`src/rtl/msi_pkg.sv`:
```
// Shared types for the MSI coherence controller: line states, bus opcodes
// and the request FSM states.
package msi_pkg;

   typedef enum logic [1:0] {
      INVALID  = 2'b00,
      SHARED   = 2'b01,
      MODIFIED = 2'b10
   } line_state_t;

   typedef enum logic [1:0] {
      READ_MISS  = 2'b00,
      INVALIDATE = 2'b01,
      WRITE_MISS = 2'b10,
      RESERVED   = 2'b11
   } bus_op_t;

   typedef enum logic {
      IDLE = 1'b0,
      REQ  = 1'b1
   } ctrl_state_t;

   // Op needed to obtain the wanted permission from the line's present state.
   function automatic bus_op_t miss_op(line_state_t cur, logic is_write);
      if (!is_write)
         return READ_MISS;
      else if (cur == SHARED)
         return INVALIDATE;
      else
         return WRITE_MISS;
   endfunction

endpackage

```
`src/rtl/msi_snoop_next.sv`:
```
// Snoop transition table: next state of a line, write-back and protocol
// error flags for one snooped bus op.
module msi_snoop_next
   import msi_pkg::*;
(
   input  logic [1:0] cur_state,
   input  logic [1:0] op,
   output logic [1:0] next_state,
   output logic       wb,
   output logic       err
);

   line_state_t cur;
   bus_op_t     sop;
   line_state_t nxt;

   assign cur = line_state_t'(cur_state);
   assign sop = bus_op_t'(op);

   always_comb begin
      nxt = cur;
      wb  = 1'b0;
      err = 1'b0;
      if (sop == RESERVED) begin
         err = 1'b1;
      end else begin
         case (cur)
            MODIFIED: begin
               case (sop)
                  READ_MISS:  begin nxt = SHARED;  wb = 1'b1; end
                  WRITE_MISS: begin nxt = INVALID; wb = 1'b1; end
                  default:    err = 1'b1;
               endcase
            end
            SHARED: begin
               if (sop != READ_MISS)
                  nxt = INVALID;
            end
            default: ;
         endcase
      end
   end

   assign next_state = nxt;

endmodule

```
`src/rtl/msi_coherence_ctrl.sv`:
```
// MSI coherence controller for a private cache: per-line state, CPU request
// FSM with bus request/grant handshake, and snoop handling with write-back.
module msi_coherence_ctrl
   import msi_pkg::*;
#(
   parameter  int NUM_LINES = 4,
   localparam int INDEX_W   = $clog2(NUM_LINES)
) (
   input  logic               clock,
   input  logic               resetn,
   input  logic               cpu_valid,
   input  logic               cpu_write,
   input  logic [INDEX_W-1:0] cpu_index,
   output logic               cpu_ready,
   output logic               cpu_done,
   output logic               cpu_hit,
   output logic               bus_req,
   output logic [1:0]         bus_req_op,
   output logic [INDEX_W-1:0] bus_req_index,
   input  logic               bus_grant,
   input  logic               bus_valid,
   input  logic [1:0]         bus_op,
   input  logic [INDEX_W-1:0] bus_index,
   output logic               wb_valid,
   output logic [INDEX_W-1:0] wb_index,
   output logic               proto_err,
   input  logic [INDEX_W-1:0] dbg_index,
   output logic [1:0]         dbg_state
);

   line_state_t        lines      [NUM_LINES];
   line_state_t        lines_next [NUM_LINES];
   ctrl_state_t        state, state_next;
   logic [INDEX_W-1:0] req_index, req_index_next;
   logic               req_write, req_write_next;
   logic               done_next, hit_next, wb_next, perr_next;

   logic [1:0]         snp_next_raw;
   logic               snp_wb, snp_err;
   logic               snoop_apply, grant_take;
   line_state_t        cpu_line;
   logic               cpu_hit_now;

   msi_snoop_next u_snoop (
      .cur_state  (lines[bus_index]),
      .op         (bus_op),
      .next_state (snp_next_raw),
      .wb         (snp_wb),
      .err        (snp_err)
   );

   // A grant in the same cycle as a snoop wins; the snoop is dropped entirely.
   assign snoop_apply = bus_valid & ~bus_grant;
   assign grant_take  = bus_grant & (state == REQ);

   always_comb begin
      for (int unsigned i = 0; i < NUM_LINES; i++) begin
         lines_next[i] = lines[i];
         if (snoop_apply && bus_index == INDEX_W'(i))
            lines_next[i] = line_state_t'(snp_next_raw);
         if (grant_take && req_index == INDEX_W'(i))
            lines_next[i] = req_write ? MODIFIED : SHARED;
      end
   end

   // In IDLE no grant is taken, so lines_next is exactly the post-snoop view.
   assign cpu_line    = lines_next[cpu_index];
   assign cpu_hit_now = cpu_write ? (cpu_line == MODIFIED) : (cpu_line != INVALID);

   always_comb begin
      state_next     = state;
      req_index_next = req_index;
      req_write_next = req_write;
      done_next      = 1'b0;
      hit_next       = 1'b0;
      case (state)
         IDLE: begin
            if (cpu_valid) begin
               if (cpu_hit_now) begin
                  done_next = 1'b1;
                  hit_next  = 1'b1;
               end else begin
                  state_next     = REQ;
                  req_index_next = cpu_index;
                  req_write_next = cpu_write;
               end
            end
         end
         REQ: begin
            if (bus_grant) begin
               done_next  = 1'b1;
               state_next = IDLE;
            end
         end
         default: state_next = IDLE;
      endcase
   end

   assign wb_next   = snoop_apply & snp_wb;
   assign perr_next = (bus_grant & bus_valid)
                    | (bus_grant & (state != REQ))
                    | (snoop_apply & snp_err);

   always_ff @(posedge clock or negedge resetn) begin
      if (!resetn) begin
         state     <= IDLE;
         req_index <= '0;
         req_write <= 1'b0;
         cpu_done  <= 1'b0;
         cpu_hit   <= 1'b0;
         wb_valid  <= 1'b0;
         wb_index  <= '0;
         proto_err <= 1'b0;
         for (int unsigned i = 0; i < NUM_LINES; i++)
            lines[i] <= INVALID;
      end else begin
         state     <= state_next;
         req_index <= req_index_next;
         req_write <= req_write_next;
         cpu_done  <= done_next;
         cpu_hit   <= hit_next;
         wb_valid  <= wb_next;
         proto_err <= perr_next;
         if (wb_next)
            wb_index <= bus_index;
         for (int unsigned i = 0; i < NUM_LINES; i++)
            lines[i] <= lines_next[i];
      end
   end

   assign cpu_ready     = (state == IDLE);
   assign bus_req       = (state == REQ);
   assign bus_req_op    = bus_req ? miss_op(lines[req_index], req_write) : '0;
   assign bus_req_index = bus_req ? req_index : '0;
   assign dbg_state     = lines[dbg_index];

endmodule

```
`config.mk`:
```
export PLATFORM = sky130hd
export DESIGN_NAME = msi_coherence_ctrl
export DESIGN_NICKNAME = d
export VERILOG_FILES = /design/src/rtl/msi_pkg.sv /design/src/rtl/msi_snoop_next.sv /design/src/rtl/msi_coherence_ctrl.sv
export SDC_FILE = /design/constraint.sdc
export NUM_CORES = 1
export LEC_CHECK = 0
export BUFFER_PORTS_ARGS = -buffer_cell sky130_fd_sc_hd__buf_2
export CAP_MARGIN = 20
export CORE_ASPECT_RATIO = 0.6
export CORE_MARGIN = 3
export CORE_UTILIZATION = 39
export CTS_CLUSTER_SIZE = 8
export DETAILED_ROUTE_END_ITERATION = 16
export PLACE_DENSITY = 0.63
export SLEW_MARGIN = 20
export SYNTH_ARGS = -nofsm -noshare
export SYNTH_HDL_FRONTEND = slang
export SYNTH_SLANG_ARGS = --single-unit
```
`constraint.sdc`:
```
create_clock -name clock -period 11 [get_ports clock]
set_input_delay 0.55 -clock clock [delete_from_list [all_inputs] [get_ports clock]]
set_output_delay 0.55 -clock clock [all_outputs]
set_load 0.02 [all_outputs]
```
==> impl_table.tex <==
\begin{tabular}{lr}
\hline
Metric & Value \\
\hline
\multicolumn{2}{l}{\textbf{Timing}} \\
\quad Fraction of the cycle the final worst path needs & 0.3454 \\
\quad Worst Skew & 0.002478 ns \\
\quad Setup Viol. Count Final & 0 \\
\quad Post-route setup TNS & 0 ns \\
\quad Final number of max-transition violations & 0 \\
\quad Shortest clock period the worst path allows after layout & approximately 3.8 ns \\
\quad Worst slew slack as a fraction of its limit & 0.5511 \\
\quad Hold slack & 0.2199 ns \\
\quad RSZ-0062 raised after global routing & false \\
\quad Tightest Pin Transition & around 0.66 ns \\
\quad Final-report hold violation count & 0 \\
\quad Peak Freq & around 0.26 GHz \\
\multicolumn{2}{l}{\textbf{Critical path}} \\
\quad Arrival time reported for the critical path endpoint & a little under 4 ns \\
\quad Critical path startpoint & bus\_index[0] \\
\quad Classification of the worst setup path & input port to register \\
\quad Crit path max fanout & 8 \\
\quad Crit path launch type & input port \\
\quad Required time at the worst-slack endpoint & 11.15 ns \\
\quad Reg-to-Reg Start & lines[2] \\
\quad Capturing element type of the critical path & register \\
\multicolumn{2}{l}{\textbf{Logic synthesis}} \\
\quad Number of nets in the synthesized netlist & 143 \\
\quad Post-synth top flop & dfrtp\_1 \\
\quad Post-synthesis cell type with the largest combined area & dfrtp\_1 \\
\quad Synthesized cell area & between 1000 and 1500 sq um \\
\quad Sequential fraction of the synthesis area & 0.3452 \\
\quad Post-synth EDFFs & 0 \\
\quad Ys async rst share & 1.000 \\
\quad Top-area cell type share of the netlist area & 0.3452 \\
\quad Count of synthesis-stage warnings from yosys & 0 \\
\quad Number of instances in the synthesized netlist & 127 \\
\quad Syn\_area\_per\_cell & just over 10 sq um \\
\quad Synthesis-stage register bit count & 18 \\
\quad Biggest area contributors in the synthesized netlist & dfrtp\_1 35\%, mux4\_2 6.9\%, a21oi\_1 3.1\% \\
\quad Yosys cell types & 52 \\
\multicolumn{2}{l}{\textbf{Outcome}} \\
\quad Outcome & completed \\
\multicolumn{2}{l}{\textbf{Cells and area}} \\
\quad Fillers & 282 \\
\quad Fraction of the core area covered by cells at the end of the flow & 0.4977 \\
\quad Fraction of final layout cells sized beyond drive strength 1 & 0.3553 \\
\quad Fin nets & 170 \\
\quad Synthesis-to-layout area growth & 15.24\% \\
\quad Number of antenna cells inserted & 0 \\
\quad Final instance count without filler cells & 194 \\
\multicolumn{2}{l}{\textbf{Power}} \\
\quad Net Sw Frac & 0.4620 \\
\quad Static power due to leakage & 0.6802 nW \\
\quad Worst IR Drop VDD & around 0.11 mV \\
\quad Fraction of power consumed by sequential logic & 0.341 \\
\quad Part of the power in the clock network & 0.116 \\
\quad Relative contribution of combinational cells to total power & 0.542 \\
\quad Overall power & 412.6 uW \\
\quad Internal Pwr Total & 222.0 uW \\
\quad Sw Pwr & about 190 uW \\
\quad Power per cell area & 274.3 nW/um\^{}2 \\
\multicolumn{2}{l}{\textbf{Placed design}} \\
\quad Port buffer count & 27 \\
\quad Total half-perimeter wirelength after legalization and detailed placement & 2806 microns \\
\quad Routability congestion estimate & about 0.9 \\
\quad Count of placed standard cells including taps & 191 \\
\multicolumn{2}{l}{\textbf{Clock tree}} \\
\quad CTS tree & yes \\
\quad Worst skew pair latency & 0.26 ns \\
\quad Clock transition at the registers of the reported paths & 0.07 ns \\
\quad CTS sink count & 18 \\
\quad Number of buffers created by CTS & 3 \\
\quad Post-CTS setup repair buffer count & 0 \\
\quad CTS Root Cell & clkbuf\_8 \\
\quad Clock buffer depth & 2 \\
\quad Count of cells resized by post-cts repair & 0 \\
\quad Post-CTS Hold Buffers & 0 \\
\quad Count of H-tree levels built during CTS & 1 \\
\multicolumn{2}{l}{\textbf{Route}} \\
\quad Ratio of routed vias to standard cells & 6.062 \\
\quad Total Routed Length & 3682 microns \\
\quad First-pass DRT Iterations & 4 \\
\quad Routed vias & 1176 \\
\quad Drt wl/cell & 18.98 microns \\
\quad Residual antenna-violating net count after detailed routing & 0 \\
\quad Detailed router's first-iteration violation count & $\sim$110 \\
\quad DRC & 0 \\
\multicolumn{2}{l}{\textbf{Global route}} \\
\quad Number of antenna violations at the first check in global routing & 0 \\
\quad Top Usage Layer GRT & met2 \\
\quad Grt total ovfl & 0 \\
\quad Global-route usage over all layers & 0.1949 \\
\quad Largest net degree at the start of global routing & 19 \\
\quad Global-route wire length before repair & 5892 microns \\
\quad Global-route track usage on met2 & 0.2871 \\
\quad Global routing met3 resource utilization & 0.05735 \\
\quad Met1 global-route usage & 0.2770 \\
\quad Via count of the first global-routing pass & 1159 \\
\multicolumn{2}{l}{\textbf{Job}} \\
\quad Max-cap violation count & 0 \\
\multicolumn{2}{l}{\textbf{Floorplanning}} \\
\quad Area of the placeable core & 3022 sq um \\
\quad Chip height & around 51 microns \\
\quad Chip Width & about 81 microns \\
\quad Number of standard-cell rows in the floorplan & 15 \\
\quad Effective utilization at floorplan & 0.4319 \\
\quad Boundary pin count & 28 \\
\quad Area enclosed by the die boundary & about 4100 sq um \\
\multicolumn{2}{l}{\textbf{Min path}} \\
\quad Kind of path behind the tightest hold check & input port to asynchronous set/reset pin \\
\hline
\end{tabular}
worst max-delay path: stages:
cell	delay, ns
buf_2	0.16
mux4_2	0.58
inv_1	0.08
ha_1	0.26
or4b_4	0.53
o21a_4	0.17
o21a_1	0.20
o32a_1	0.35
a311o_1	0.38
or3_4	0.37
mux2_4	0.31
Yosys cell counts (all sizes together) (3+ instances only):
cell type / number
dfrtp: 18
nand2: 5
mux2: 5
inv: 7
o211ai: 3
or4b: 3
o21ai: 8
nor4bb: 3
mux2i: 3
a21oi: 8
mux4: 4
clkbuf: 3
and3: 4
nor2: 9
nand4b: 4
and2: 3
cells by family after synthesis:
group                      share of synthesized area
AOI/OAI and AO/OA                             0.2186
adders and majority gates                    0.01917
buffers and inverters                        0.04315
DFF                                           0.3452
muxes                                         0.1409
and+or+nand+nor                               0.2330
routing by layer:
layer  part of all wire  wire length, microns
met3              0.093                   344
met1               0.45                  1668
met4             0.0092                    34
met5                  0                     0
met2               0.44                  1636
power by group through the flow:
stage / clock, mW / combinational (mW) / sequential [mW]
floorplan: 0 / 0.168 / 0.126
global placement: 0 / 0.215 / 0.139
detailed placement: 0 / 0.222 / 0.140
CTS: 0.0486 / 0.223 / 0.139
global route: 0.0504 / 0.244 / 0.145
finish: 0.0480 / 0.224 / 0.141
per-stage QoR:
| step | area (sq um) | worst slack [ns] |
|---|---|---|
| after CTS | 1504 | 7.213 |
| after global placement | 1463 | 7.031 |
| after global routing | 1504 | 7.048 |
| after floorplan | 1305 | 7.182 |
| after detailed placement | 1463 | 6.944 |
| final | 1504 | 7.201 |
placed cells by master (no fill, tap or decap), drive strengths merged, types with 2 or more instances in the layout:
cell type and instances:
buf 27, dfrtp 18, nor2 9, a21oi 8, o21ai 8, inv 7
nand2 5, mux2 5, mux4 4, nand4b 4, and3 4, and2 3
nor4bb 3, mux2i 3, clkbuf 3, or4b 3, o211ai 3, nor2b 2
a221oi 2, nor4b 2, nor3 2, ha 2, or2 2, o21a 2
final cells by class:
class                      count  area (sq um)  share of cell area
inverter                       7         26.28             0.01747
tap                           42         52.55             0.03494
sequential                    18         450.4              0.2995
multi-input combinational     97         798.3              0.5308
clock buffer                   3         41.29             0.02745
timing repair buffer          27         135.1             0.08985
flip-flops by register name, indices dropped and copies added (netlist names):
register   flops
proto_err      1
cpu_done       1
wb_index       2
req_write      1
cpu_hit        1
wb_valid       1
bus_req        1
req_index      2
lines          8
path summary, 6_finish.rpt:
kind | to | slack [ns] | depth (start not counted)
max in group asynchronous | lines[2] | 10.47 | 1
min in group clock | wb_index[0] | 0.51 | 1
worst min register to register | wb_index[0] | 0.51 | 1
worst min-delay path | wb_valid | 0.22 | 1
worst max register to register | req_index[0] | 7.22 | 10
worst max-delay path | req_index[0] | 7.20 | 11
Note: power is estimated with default switching activity, not from simulation.
